### src/rtl/pkg_en.sv
// Shared ElectronNest token types and widths used by the external-memory bridge.
package pkg_en;
  localparam int WIDTH_DATA   = 32;
  localparam int WIDTH_EXADDR = 12;

  typedef struct packed {
    logic                    v;
    logic                    a;
    logic                    r;
    logic                    c;
    logic [WIDTH_EXADDR-1:0] i;
    logic [WIDTH_DATA-1:0]   d;
  } FTk_t;

  typedef struct packed {
    logic n;
    logic t;
    logic v;
    logic c;
  } BTk_t;
endpackage

### src/rtl/en_extmem_bridge_if.sv
// Load/store token ports and SRAM port bundle between ElectronNest and the memory bridge.
interface en_extmem_bridge_if;
  import pkg_en::*;

  logic                    I_Boot_Start;
  logic                    O_Boot;
  logic                    I_Ld_Req;
  logic [WIDTH_EXADDR-1:0] I_Ld_Addr;
  FTk_t                    O_Ld_FTk;
  BTk_t                    I_Ld_BTk;
  logic                    I_St_Req;
  logic [WIDTH_EXADDR-1:0] I_St_Addr;
  FTk_t                    I_St_FTk;
  BTk_t                    O_St_BTk;
  logic                    O_Mem_Re;
  logic                    O_Mem_We;
  logic [WIDTH_EXADDR-1:0] O_Mem_Addr;
  logic [WIDTH_DATA-1:0]   O_Mem_WData;
  logic [WIDTH_DATA-1:0]   I_Mem_RData;

  // Bridge side.
  modport slave (
    input  I_Boot_Start, I_Ld_Req, I_Ld_Addr, I_Ld_BTk,
    input  I_St_Req, I_St_Addr, I_St_FTk, I_Mem_RData,
    output O_Boot, O_Ld_FTk, O_St_BTk,
    output O_Mem_Re, O_Mem_We, O_Mem_Addr, O_Mem_WData
  );

  // ElectronNest + SRAM side.
  modport master (
    output I_Boot_Start, I_Ld_Req, I_Ld_Addr, I_Ld_BTk,
    output I_St_Req, I_St_Addr, I_St_FTk, I_Mem_RData,
    input  O_Boot, O_Ld_FTk, O_St_BTk,
    input  O_Mem_Re, O_Mem_We, O_Mem_Addr, O_Mem_WData
  );
endinterface

### src/rtl/en_extmem_bridge.sv
// External-memory front end: streams boot tokens from SRAM, then serves fixed-latency
// loads and commits stores on a single-port write-first synchronous SRAM.
module en_extmem_bridge
  import pkg_en::*;
#(
  parameter int NUM_BOOT_PAD   = 3,
  parameter int NUM_BOOT_WORDS = 5,
  parameter int BOOT_BASE      = 0,
  parameter int EN_INDEX       = 0
) (
  input  logic              clock,
  input  logic              reset,
  en_extmem_bridge_if.slave bus
);

  localparam int BOOT_LEN = NUM_BOOT_PAD + NUM_BOOT_WORDS;
  localparam int CNT_W    = (BOOT_LEN > 1) ? $clog2(BOOT_LEN) : 1;

  typedef enum logic [1:0] {IDLE, BOOT, RUN} state_t;

  state_t                  state, state_nxt;
  logic [CNT_W-1:0]        cnt, cnt_nxt;
  logic                    boot_last, boot_pad, boot_rd, boot_rd_idle;
  logic [WIDTH_EXADDR-1:0] boot_addr;
  logic                    ld_go, st_stall, st_ok;

  logic                    vld_p1, ld_vld_p1, tok_a_p1;
  logic [WIDTH_DATA-1:0]   tok_d_p1;
  logic [WIDTH_EXADDR-1:0] tok_i_p1, ld_idx_p1;

  assign boot_last = (cnt == CNT_W'(BOOT_LEN - 1));
  assign boot_pad  = (int'(cnt) < NUM_BOOT_PAD);
  // Word k is fetched while the counter shows k-1 so SRAM data lands as token k is registered.
  assign boot_rd      = (state == BOOT) && (int'(cnt) + 1 >= NUM_BOOT_PAD) && (int'(cnt) + 1 < BOOT_LEN);
  assign boot_rd_idle = (state == IDLE) && bus.I_Boot_Start && (NUM_BOOT_PAD == 0) && (NUM_BOOT_WORDS > 0);
  assign boot_addr    = boot_rd_idle ? WIDTH_EXADDR'(BOOT_BASE)
                                     : WIDTH_EXADDR'(BOOT_BASE + int'(cnt) + 1 - NUM_BOOT_PAD);

  assign ld_go    = (state == RUN) && bus.I_Ld_Req;
  assign st_stall = bus.I_St_Req && ((state != RUN) || (bus.I_Ld_Req && bus.I_St_FTk.v));
  assign st_ok    = (state == RUN) && bus.I_St_Req && bus.I_St_FTk.v && !st_stall;

  always_ff @(posedge clock) begin
    if (reset) begin
      state <= IDLE;
      cnt   <= '0;
    end else begin
      state <= state_nxt;
      cnt   <= cnt_nxt;
    end
  end

  always_comb begin
    state_nxt = state;
    cnt_nxt   = cnt;
    case (state)
      IDLE: if (bus.I_Boot_Start) begin
        state_nxt = BOOT;
        cnt_nxt   = '0;
      end
      BOOT: if (boot_last) begin
        state_nxt = RUN;
        cnt_nxt   = '0;
      end else begin
        cnt_nxt = cnt + 1'b1;
      end
      RUN:     state_nxt = RUN;
      default: state_nxt = IDLE;
    endcase
  end

  // Stage p0 -> p1: token register; load tokens take SRAM data directly in p1.
  always_ff @(posedge clock) begin
    if (reset) begin
      vld_p1    <= 1'b0;
      tok_a_p1  <= 1'b0;
      ld_vld_p1 <= 1'b0;
      ld_idx_p1 <= '0;
      tok_d_p1  <= '0;
      tok_i_p1  <= '0;
    end else begin
      vld_p1    <= (state == BOOT);
      tok_a_p1  <= (state == BOOT) && (cnt == '0);
      ld_vld_p1 <= ld_go;
      if (ld_go) ld_idx_p1 <= (EN_INDEX != 0) ? bus.I_Ld_Addr : '0;
      if (state == BOOT) begin
        tok_d_p1 <= boot_pad ? '0 : bus.I_Mem_RData;
        tok_i_p1 <= '0;
      end else if (ld_vld_p1) begin
        tok_d_p1 <= bus.I_Mem_RData;
        tok_i_p1 <= ld_idx_p1;
      end
    end
  end

  always_comb begin
    bus.O_Boot     = (state == BOOT);
    bus.O_Ld_FTk   = '0;
    bus.O_Ld_FTk.v = vld_p1 || ld_vld_p1;
    bus.O_Ld_FTk.a = tok_a_p1;
    bus.O_Ld_FTk.d = ld_vld_p1 ? bus.I_Mem_RData : tok_d_p1;
    bus.O_Ld_FTk.i = ld_vld_p1 ? ld_idx_p1 : tok_i_p1;
    bus.O_St_BTk   = '0;
    bus.O_St_BTk.n = st_stall;
  end

  // Port priority: committed store, then load, then boot fetch.
  always_comb begin
    bus.O_Mem_Re    = 1'b0;
    bus.O_Mem_We    = 1'b0;
    bus.O_Mem_Addr  = '0;
    bus.O_Mem_WData = '0;
    if (st_ok) begin
      bus.O_Mem_We    = 1'b1;
      bus.O_Mem_Addr  = bus.I_St_Addr;
      bus.O_Mem_WData = bus.I_St_FTk.d;
    end else if (ld_go) begin
      bus.O_Mem_Re   = 1'b1;
      bus.O_Mem_Addr = bus.I_Ld_Addr;
    end else if (boot_rd || boot_rd_idle) begin
      bus.O_Mem_Re   = 1'b1;
      bus.O_Mem_Addr = boot_addr;
    end
  end

  logic unused_bits;
  assign unused_bits = ^{bus.I_Ld_BTk, bus.I_St_FTk.a, bus.I_St_FTk.r, bus.I_St_FTk.c, bus.I_St_FTk.i};

  a_ld_backpressure: assert property (@(posedge clock) disable iff (reset)
    ((state == RUN) && bus.I_Ld_BTk.n) |-> !bus.O_Ld_FTk.v);

endmodule

### src/flat_wrapper.sv
// flat-port wrapper written by rule: the top's interface ports become plain ports
module en_extmem_bridge_flat import pkg_en::*;
#(
  parameter int NUM_BOOT_PAD   = 3,
  parameter int NUM_BOOT_WORDS = 5,
  parameter int BOOT_BASE      = 0,
  parameter int EN_INDEX       = 0
)
  (clock, reset, bus_I_Boot_Start, bus_I_Ld_Req, bus_I_Ld_Addr, bus_I_Ld_BTk, bus_I_St_Req, bus_I_St_Addr, bus_I_St_FTk, bus_I_Mem_RData, bus_O_Boot, bus_O_Ld_FTk, bus_O_St_BTk, bus_O_Mem_Re, bus_O_Mem_We, bus_O_Mem_Addr, bus_O_Mem_WData);
  en_extmem_bridge_if bus_i ();
  input  logic clock;
  input  logic reset;
  input wire logic [$bits(bus_i.I_Boot_Start)-1:0] bus_I_Boot_Start;
  input wire logic [$bits(bus_i.I_Ld_Req)-1:0] bus_I_Ld_Req;
  input wire logic [$bits(bus_i.I_Ld_Addr)-1:0] bus_I_Ld_Addr;
  input wire logic [$bits(bus_i.I_Ld_BTk)-1:0] bus_I_Ld_BTk;
  input wire logic [$bits(bus_i.I_St_Req)-1:0] bus_I_St_Req;
  input wire logic [$bits(bus_i.I_St_Addr)-1:0] bus_I_St_Addr;
  input wire logic [$bits(bus_i.I_St_FTk)-1:0] bus_I_St_FTk;
  input wire logic [$bits(bus_i.I_Mem_RData)-1:0] bus_I_Mem_RData;
  output wire logic [$bits(bus_i.O_Boot)-1:0] bus_O_Boot;
  output wire logic [$bits(bus_i.O_Ld_FTk)-1:0] bus_O_Ld_FTk;
  output wire logic [$bits(bus_i.O_St_BTk)-1:0] bus_O_St_BTk;
  output wire logic [$bits(bus_i.O_Mem_Re)-1:0] bus_O_Mem_Re;
  output wire logic [$bits(bus_i.O_Mem_We)-1:0] bus_O_Mem_We;
  output wire logic [$bits(bus_i.O_Mem_Addr)-1:0] bus_O_Mem_Addr;
  output wire logic [$bits(bus_i.O_Mem_WData)-1:0] bus_O_Mem_WData;
  assign bus_i.I_Boot_Start = bus_I_Boot_Start;
  assign bus_i.I_Ld_Req = bus_I_Ld_Req;
  assign bus_i.I_Ld_Addr = bus_I_Ld_Addr;
  assign bus_i.I_Ld_BTk = bus_I_Ld_BTk;
  assign bus_i.I_St_Req = bus_I_St_Req;
  assign bus_i.I_St_Addr = bus_I_St_Addr;
  assign bus_i.I_St_FTk = bus_I_St_FTk;
  assign bus_i.I_Mem_RData = bus_I_Mem_RData;
  assign bus_O_Boot = bus_i.O_Boot;
  assign bus_O_Ld_FTk = bus_i.O_Ld_FTk;
  assign bus_O_St_BTk = bus_i.O_St_BTk;
  assign bus_O_Mem_Re = bus_i.O_Mem_Re;
  assign bus_O_Mem_We = bus_i.O_Mem_We;
  assign bus_O_Mem_Addr = bus_i.O_Mem_Addr;
  assign bus_O_Mem_WData = bus_i.O_Mem_WData;
  en_extmem_bridge #(.NUM_BOOT_PAD(NUM_BOOT_PAD), .NUM_BOOT_WORDS(NUM_BOOT_WORDS), .BOOT_BASE(BOOT_BASE), .EN_INDEX(EN_INDEX)) u_core (.clock(clock), .reset(reset), .bus(bus_i));
endmodule
### config.mk
export PLATFORM = sky130hd
export DESIGN_NAME = en_extmem_bridge_flat
export DESIGN_NICKNAME = d
export VERILOG_FILES = /design/src/rtl/pkg_en.sv /design/src/rtl/en_extmem_bridge_if.sv /design/src/rtl/en_extmem_bridge.sv /design/src/flat_wrapper.sv
export SDC_FILE = /design/constraint.sdc
export NUM_CORES = 1
export LEC_CHECK = 0
export CAP_MARGIN = 20
export CORE_AREA = 2 2 89 112
export DETAILED_ROUTE_END_ITERATION = 7
export DIE_AREA = 0 0 91 114
export GPL_ROUTABILITY_DRIVEN = 0
export PLACE_DENSITY = 0.82
export SYNTH_ARGS = -nofsm -noshare
export SYNTH_HDL_FRONTEND = slang
export SYNTH_SLANG_ARGS = --single-unit
### constraint.sdc
create_clock -name clock -period 2.2 [get_ports clock]
set_clock_uncertainty 0.1 [all_clocks]
set_input_delay 0.55 -clock clock [delete_from_list [all_inputs] [get_ports clock]]
set_output_delay 0.55 -clock clock [all_outputs]
set_load 0.05 [all_outputs]
==> results of run 1 <==
-- critical path, stage by stage, from the launching register on --
cell	delay, ns
dfxtp_4	0.37
ha_4	0.17
ha_4	0.27
a21oi_2	0.04
ha_1	0.28
nor2_2	0.05
a221oi_4	0.32
nor2_4	0.06
buf_6	0.16
-- metrics by stage --
stage / utilization / power, mW
final: 0.684 / 2.97
after global placement: 0.634 / 2.09
after global routing: 0.684 / 3.08
after floorplan: - / 1.59
after detailed placement: 0.634 / 2.12
after CTS: 0.677 / 2.98
-- state kept, by name, indices dropped and copies added, names as in the netlist --
name              flops
u_core.cnt            3
u_core.ld_vld_p1      1
u_core.tok_a_p1       1
u_core.vld_p1         1
u_core.tok_i_p1      12
u_core.tok_d_p1      32
u_core.state          2
-- cell type report --
| class | count | area (um2) | share of cell area |
|---|---|---|---|
| repair buffers | 224 | 3060 | 0.476 |
| repair inverters | 3 | 33.8 | 0.00525 |
| clock buffers | 5 | 125 | 0.0194 |
| flip-flops and latches | 52 | 1050 | 0.163 |
| clock inverters | 3 | 27.5 | 0.00428 |
| inverters | 5 | 26.3 | 0.00408 |
| multi-input cells | 206 | 1950 | 0.304 |
| well taps | 126 | 158 | 0.0245 |
-- final timing paths --
kind                                                    from                             end  slack (ns)  cells past startpoint
worst max-delay path              u_core.cnt[0]$_SDFFE_PP0P_               bus_O_Mem_Addr[3]       -0.45                      8
worst min-delay path            u_core.state[1]$_SDFFE_PP0P_    u_core.state[1]$_SDFFE_PP0P_        0.45                      2
worst max register to register  u_core.state[1]$_SDFFE_PP0P_  u_core.tok_d_p1[23]$_SDFF_PP0_        0.25                      5
worst min register to register  u_core.state[1]$_SDFFE_PP0P_    u_core.state[1]$_SDFFE_PP0P_        0.45                      2
-- where the power goes --
group / switching (mW) / internal, mW / leakage, nW
sequential: 0.0193 / 0.972 / 0.422
combinational: 0.592 / 0.588 / 2.15
clock: 0.369 / 0.432 / 0.0719
total: 0.980 / 1.99 / 2.64
-- cell families after synthesis --
kind of cell / Yosys count
muxes: 33
DFF: 52
and+or+nand+nor: 94
other: 1
adders and majority gates: 8
buffers and inverters: 33
AOI/OAI and AO/OA: 66
-- metal layers --
layer	track usage	share of wire	vias to the layer above
met5	0	0	-
met4	0.0646	0.023	0
met2	0.388	0.53	165
met1	0.209	0.34	1410
li1	-	-	1402
met3	0.0812	0.10	18
-- cell usage after synthesis (3+ instances only) --
library cell   n  area share
and2_1        45       0.096
inv_1          4      0.0051
nor2b_1       14       0.030
dfxtp_1       52        0.36
buf_8          3       0.015
nand2_1        3      0.0039
buf_2          5      0.0086
buf_6          6       0.023
a22o_1        36        0.11
mux2_2         5       0.019
nand3_1        4      0.0068
a21oi_1       20       0.034
nor2_1        17       0.022
mux2_4        27        0.14
buf_4         10       0.026
ha_1           8       0.034
-- timing repair --
action	in CTS	in global routing
endpoints found under the setup margin	47	46
setup buffers	3	6
pin swaps	43	4
resized for setup	66	7
cloned	5	0
==> results.json, run 1 <==
{
  "status": "finished, violations left",
  "violations": "negative setup slack",
  "ys_seq_area_frac": 0.356,
  "ys_warn_count": 0,
  "synth-compound-area-share": 0.168,
  "syn_area_per_cell_um2": 10.2,
  "core_um2": 9410,
  "drc": 0,
  "rows": 40,
  "yosysUniqueCellTypes": 38,
  "drt-initial-drc-count": 92,
  "cp_data_required_time_ns": 1.55,
  "syn-cell-area_um2": 2920,
  "overflow": 0,
  "place_inst": 604,
  "htreeDepth": 2,
  "fill_cells": 662,
  "max_freq_mhz": 377,
  "synth_ff_type": "dfxtp_1",
  "synth_top_family_by_area": "simple AND/OR/NAND/NOR gates",
  "fin_crit_sh": 1.21,
  "synth_xor_area_frac": 0,
  "min_path_type": "flip-flop to flip-flop",
  "n_antenna_cell": 0,
  "ys_seq_elements": 52,
  "synth.area.mux_share": 0.161,
  "boundaryPins": 212,
  "relSlewSlack": 0.488,
  "synthCells": 287,
  "leakagePower_nw": 2.64,
  "place_area_um2": 5960,
  "crit_type": "flip-flop to output pin",
  "drtPass1Iterations": 4,
  "synthAdderAreaFrac": 0.0342,
  "power_density_nw_per_um2": 462,
  "die_x_um": 91,
  "initial_utilization": 0.311,
  "cp-start-kind": "flip-flop",
  "syn_to_final_growth_pct": 120,
  "max_slew.worst_pin.slew_ns": 0.767,
  "clock_sinks": 52,
  "worst_ep_arrival_time_ns": 2.00,
  "instances_no_fill": 624,
  "hold_viol": 0,
  "cts_tree": "done",
  "grt_pass1_vias": 3169,
  "dp_hpwl_mm": 8.22,
  "fin_area_um2": 6440,
  "synth_enable_flop_cells": 0,
  "finalMaxSlewViolations": 0,
  "totalWireLength_mm": 11.2,
  "grt_setup_unrepaired": "yes",
  "antenna_found_initial": 0,
  "vias": 2995,
  "drive_gt1_frac": 0.490,
  "root_buffer": "clkbuf_16",
  "globalRouteTotalUtil": 0.207,
  "numPortBuffers": 187,
  "cts_hold_repair.buffers": 0,
  "fp.dieArea_um2": 10400,
  "setup_viol": 45,
  "fin_nets": 618,
  "most-common-layout-cells": "clkdlybuf4s50_1, buf_12, dfxtp_1",
  "clk_pin_slew_ns": 0.07,
  "fin_crit_ns": 2.65,
  "clock_path_buffers": 2,
  "end_kind": "output pin",
  "grt_pass1_wl_mm": 16.9,
  "cts_buffers": 5,
  "tns_ns": -5.34,
  "dieHeight_um": 114,
  "grt_max_degree": 45,
  "max_cap_viol_count": 0,
  "fin_ws_ns": -0.452,
  "dp_slack_ns": -0.404,
  "ant_nets": 0,
  "layout_commonest_cell": "clkdlybuf4s50_1",
  "vdd_ir_drop_max_uv": 277,
  "ys_async_sr_fraction": 0,
  "hold_ws_ns": 0.450,
  "yosys.area_share.simple": 0.193,
  "clock_latency_ns": 0.29,
  "viasPerCell": 4.80,
  "wl_per_cell_um": 18.0,
  "cp_max_fo": 4
}
(Power assumes the default switching activity.)
==> run 2: changes to the inputs <==
--- a/config.mk
+++ b/config.mk
@@ -6,9 +6,9 @@
 export NUM_CORES = 1
 export LEC_CHECK = 0
 export CAP_MARGIN = 20
-export CORE_AREA = 2 2 89 112
+export CORE_AREA = 2 2 99 101
 export DETAILED_ROUTE_END_ITERATION = 7
-export DIE_AREA = 0 0 91 114
+export DIE_AREA = 0 0 101 103
 export GPL_ROUTABILITY_DRIVEN = 0
 export PLACE_DENSITY = 0.82
 export SYNTH_ARGS = -nofsm -noshare
==> results.json, run 2 (same netlist as run 1, synthesis figures left out) <==
{
  "hold_viol": 0,
  "viasPerCell": 4.88,
  "status": "finished, violations left",
  "fin_area_um2": 6380,
  "drive_gt1_frac": 0.502,
  "final_util": 0.674,
  "cts_hold_repair.buffers": 0,
  "max_freq_mhz": 382,
  "totalWireLength_mm": 10.7,
  "use_met1": 0.210,
  "vdd_ir_drop_max_uv": 221,
  "ff2ff_path_depth": 6,
  "clk_pin_slew_ns": 0.09,
  "fill_cells": 630,
  "dp_slack_ns": -0.400,
  "place_inst": 594,
  "cts_buffers": 5,
  "fin_crit_ns": 2.61,
  "p_total_mw": 2.75,
  "min_path_type": "flip-flop to flip-flop",
  "hold_ws_ns": 0.437,
  "largest_register_ffs": 32,
  "initial_utilization": 0.309,
  "drtPass1Iterations": 4,
  "max_cap_viol_count": 0,
  "antenna_found_initial": 1,
  "grt_pass1_wl_mm": 16.2,
  "boundaryPins": 212,
  "layout_commonest_cell": "clkdlybuf4s50_1",
  "violations": "negative setup slack",
  "worst_ep_arrival_time_ns": 1.96,
  "numPortBuffers": 187,
  "worstSetupStartpoint": "u_core.cnt[0]$_SDFFE_PP0P_",
  "end_kind": "output pin",
  "setup_viol": 46,
  "clock_latency_ns": 0.30,
  "vias": 3008,
  "fin_nets": 622,
  "r2r_setup_slack_ns": 0.17,
  "instances_no_fill": 617,
  "fp.dieArea_um2": 10400,
  "dieHeight_um": 103,
  "ff_latch_area_um2": 1050,
  "htreeDepth": 2,
  "clock_path_buffers": 2,
  "ant_nets": 0,
  "most-common-layout-cells": "clkdlybuf4s50_1, buf_12, dfxtp_1",
  "rows": 36,
  "regMostFlops": "u_core.tok_d_p1",
  "r2r_end": "u_core.tok_d_p1[21]$_SDFF_PP0_",
  "max_slew.worst_pin.slew_ns": 0.941,
  "grt_use_met2": 0.377,
  "worstReg2RegStart": "u_core.state[1]$_SDFFE_PP0P_",
  "multiInputGateArea_um2": 1990,
  "grt_max_degree": 45,
  "drc": 0,
  "wl_per_cell_um": 17.3,
  "relSlewSlack": 0.371,
  "clock_sinks": 52,
  "finalMaxSlewViolations": 0,
  "die_x_um": 101,
  "place_area_um2": 5930,
  "cp-start-kind": "flip-flop",
  "grt.busiest_layer": "met2",
  "critPathCapture": "bus_O_Mem_Addr[3]",
  "core_um2": 9460,
  "fin_crit_sh": 1.19,
  "cp_data_required_time_ns": 1.55,
  "syn_to_final_growth_pct": 118,
  "drt-initial-drc-count": 86,
  "grt_setup_unrepaired": "yes",
  "grt_pass1_vias": 3252,
  "cts_tree": "done",
  "leakagePower_nw": 2.63,
  "tns_ns": -4.65,
  "crit_type": "flip-flop to output pin",
  "fin_ws_ns": -0.415,
  "cp_max_fo": 6,
  "overflow": 0,
  "grt_use_met3": 0.0678,
  "dp_hpwl_mm": 7.96,
  "root_buffer": "clkbuf_8",
  "power_density_nw_per_um2": 431,
  "reg.largest.list": "u_core.tok_d_p1: 32 flops, u_core.tok_i_p1: 12 flops, u_core.cnt: 3 flops",
  "globalRouteTotalUtil": 0.198
}
run 2: changes by cell type in the layout (fill, tap and decap cells not counted), sizes merged:
cell / before / now
clkinv: 1 / 3
buf: 131 / 136
inv: 9 / 7
clkinvlp: 1 / 0
diode: 0 / 1
run 2: worst max-delay path: stages (launching register included):
cell and delay (ns):
dfxtp_4 0.38, ha_4 0.16, ha_4 0.25, buf_6 0.11
o211a_4 0.28, a221oi_4 0.26, nor2_4 0.07, buf_8 0.15
run 2: timing repair:
item	4_1_cts	5_1_grt
hold endpoints to repair	0	0
pin swaps	31	19
endpoints found under the setup margin	71	49
gates cloned	5	0
setup buffers	12	4
resized for setup	59	19
run 2: how the worst min path moves through the flow:
stage                                 startpoint  depth (start not counted)                      endpoint
finish              u_core.state[1]$_SDFFE_PP0P_                          2  u_core.state[1]$_SDFFE_PP0P_
global route        u_core.state[1]$_SDFFE_PP0P_                          2  u_core.state[1]$_SDFFE_PP0P_
CTS                 u_core.state[1]$_SDFFE_PP0P_                          2  u_core.state[1]$_SDFFE_PP0P_
detailed placement  u_core.state[1]$_SDFFE_PP0P_                          2  u_core.state[1]$_SDFFE_PP0P_
global placement    u_core.state[1]$_SDFFE_PP0P_                          2  u_core.state[1]$_SDFFE_PP0P_
floorplan           u_core.state[1]$_SDFFE_PP0P_                          2  u_core.state[1]$_SDFFE_PP0P_
run 2: final cells by class:
cell class	count	area share
Inverter	5	0.00373
Clock inverter	3	0.00353
Timing Repair inverter	2	0.00275
Sequential cell	52	0.165
Multi-Input combinational cell	206	0.313
Timing Repair Buffer	229	0.479
Tap cell	114	0.0224
Antenna cell	1	0.000392
Clock buffer	5	0.0108
run 2: routing by layer:
layer  vias to the layer above  wire [um]
li1                       1418          -
met1                      1406       3940
met2                       171       5530
met3                        13       1030
met4                         0        165
met5                         -          0
run 2: report_power, final:
part | leakage (nW) | total (mW) | internal (mW) | switching (mW)
Sequential | 0.422 | 0.994 | 0.972 | 0.0222
Combinational | 2.15 | 1.20 | 0.612 | 0.588
Clock | 0.0485 | 0.552 | 0.228 | 0.323
Total | 2.63 | 2.75 | 1.81 | 0.934
==> run 3: changes to the inputs <==
--- a/config.mk
+++ b/config.mk
@@ -10,6 +10,7 @@
 export DETAILED_ROUTE_END_ITERATION = 7
 export DIE_AREA = 0 0 101 103
 export GPL_ROUTABILITY_DRIVEN = 0
+export MAX_ROUTING_LAYER = met4
 export PLACE_DENSITY = 0.82
 export SYNTH_ARGS = -nofsm -noshare
 export SYNTH_HDL_FRONTEND = slang
==> results.json, run 3 (same netlist as run 1, synthesis figures left out) <==
{
  "cp-start-kind": "flip-flop",
  "dieHeight_um": 103,
  "relSlewSlack": 0.362,
  "grt_pass1_wl_mm": 16.2,
  "r2r_end": "u_core.tok_d_p1[16]$_SDFF_PP0_",
  "cp_max_fo": 6,
  "drt-initial-drc-count": 85,
  "cp_data_required_time_ns": 1.55,
  "clock_latency_ns": 0.30,
  "grt_setup_unrepaired": "yes",
  "max_freq_mhz": 383,
  "worst_ep_arrival_time_ns": 1.96,
  "holdPathEnd": "u_core.state[1]$_SDFFE_PP0P_",
  "r2r_setup_slack_ns": 0.18,
  "crit_type": "flip-flop to output pin",
  "boundaryPins": 212,
  "fin_nets": 622,
  "ant_nets": 0,
  "hold_ws_ns": 0.436,
  "fin_crit_sh": 1.19,
  "min_path_type": "flip-flop to flip-flop",
  "max_slew.worst_pin.slew_ns": 0.955,
  "htreeDepth": 2,
  "clock_path_buffers": 2,
  "syn_to_final_growth_pct": 118,
  "power_density_nw_per_um2": 431,
  "status": "finished, violations left",
  "cts_buffers": 5,
  "finalMaxSlewViolations": 0,
  "viasPerCell": 4.83,
  "max_cap_viol_count": 0,
  "hold_viol": 0,
  "rows": 36,
  "initial_utilization": 0.309,
  "dp_hpwl_mm": 7.96,
  "wl_per_cell_um": 17.3,
  "cts_hold_repair.buffers": 0,
  "fin_crit_ns": 2.61,
  "clk_pin_slew_ns": 0.09,
  "most-common-layout-cells": "clkdlybuf4s50_1, buf_12, dfxtp_1",
  "violations": "negative setup slack",
  "numPortBuffers": 187,
  "end_kind": "output pin",
  "fin_ws_ns": -0.414,
  "vdd_ir_drop_max_uv": 221,
  "p_total_mw": 2.75,
  "totalWireLength_mm": 10.6,
  "vias": 2979,
  "regMostFlops": "u_core.tok_d_p1",
  "core_um2": 9460,
  "worstReg2RegStart": "u_core.state[1]$_SDFFE_PP0P_",
  "layout_commonest_cell": "clkdlybuf4s50_1",
  "reg.largest.list": "u_core.tok_d_p1: 32 flops, u_core.tok_i_p1: 12 flops, u_core.cnt: 3 flops",
  "holdPathStages": 2,
  "grt_pass1_vias": 3256,
  "globalRouteTotalUtil": 0.204,
  "drive_gt1_frac": 0.502,
  "die_x_um": 101,
  "hp-start": "u_core.state[1]$_SDFFE_PP0P_",
  "place_area_um2": 5930,
  "largest_register_ffs": 32,
  "antenna_found_initial": 1,
  "fp.dieArea_um2": 10400,
  "root_buffer": "clkbuf_8",
  "drtPass1Iterations": 4,
  "overflow": 0,
  "drc": 0,
  "fill_cells": 630,
  "ff2ff_path_depth": 6,
  "grt_max_degree": 45,
  "leakagePower_nw": 2.63,
  "cts_tree": "done",
  "final_util": 0.674,
  "tns_ns": -4.73,
  "fin_area_um2": 6380,
  "clock_sinks": 52,
  "setup_viol": 46
}
## run 3: cell counts in the layout (fill, tap and decap cells not counted)
Identical to the previous run, type by type.
## run 3: area by class of cell
cell class / instances / area, um2 / share of cell area
Timing Repair inverter: 2 / 17.5 / 0.00275
Timing Repair Buffer: 229 / 3050 / 0.479
Clock inverter: 3 / 22.5 / 0.00353
Inverter: 5 / 23.8 / 0.00373
Sequential cell: 52 / 1050 / 0.165
Clock buffer: 5 / 68.8 / 0.0108
Antenna cell: 1 / 2.50 / 0.000392
Tap cell: 114 / 143 / 0.0224
Multi-Input combinational cell: 206 / 1990 / 0.313
## run 3: metrics by stage
step	std cells	setup WS (ns)
finish	617	-0.414
global route	617	-0.493
CTS	617	-0.428
detailed placement	594	-0.400
global placement	594	-0.379
floorplan	291	-0.0515
## run 3: critical path: stages, from the launching register on
cell	delay [ns]
dfxtp_4	0.38
ha_4	0.16
ha_4	0.25
buf_6	0.11
o211a_4	0.28
a221oi_4	0.26
nor2_4	0.07
buf_8	0.15
## run 3: worst max path at each step
| stage | start | to | slack [ns] | cells past startpoint |
|---|---|---|---|---|
| 2_1_floorplan | u_core.state[0]$_SDFFE_PP0P_ | bus_O_Mem_WData[23] | -0.05 | 6 |
| 3_3_place_gp | bus_I_Ld_Req | bus_O_Mem_Addr[3] | -0.38 | 6 |
| 3_5_place_dp | bus_I_Ld_Req | bus_O_Mem_Addr[3] | -0.40 | 6 |
| 4_1_cts | u_core.cnt[0]$_SDFFE_PP0P_ | bus_O_Mem_Addr[3] | -0.43 | 8 |
| 5_1_grt | u_core.cnt[0]$_SDFFE_PP0P_ | bus_O_Mem_Addr[3] | -0.49 | 7 |
| 6_report | u_core.cnt[0]$_SDFFE_PP0P_ | bus_O_Mem_Addr[3] | -0.41 | 7 |
## run 3: per-layer routing
metal,track usage,part of all wire,up-vias
met5,-,0,-
met4,0.0457,0.016,0
met3,0.0522,0.080,16
met2,0.374,0.52,163
met1,0.223,0.38,1387
li1,-,-,1413
## run 3: report_power, final
group / internal (mW) / leakage (nW) / switching (mW)
combinational: 0.612 / 2.15 / 0.588
clock: 0.228 / 0.0485 / 0.325
sequential: 0.972 / 0.422 / 0.0220
## run 3: what timing repair did
action	CTS	global route
setup endpoints to repair	71	49
pin swaps	31	19
gates resized for setup	59	19
buffers inserted	12	4
gates cloned	5	0
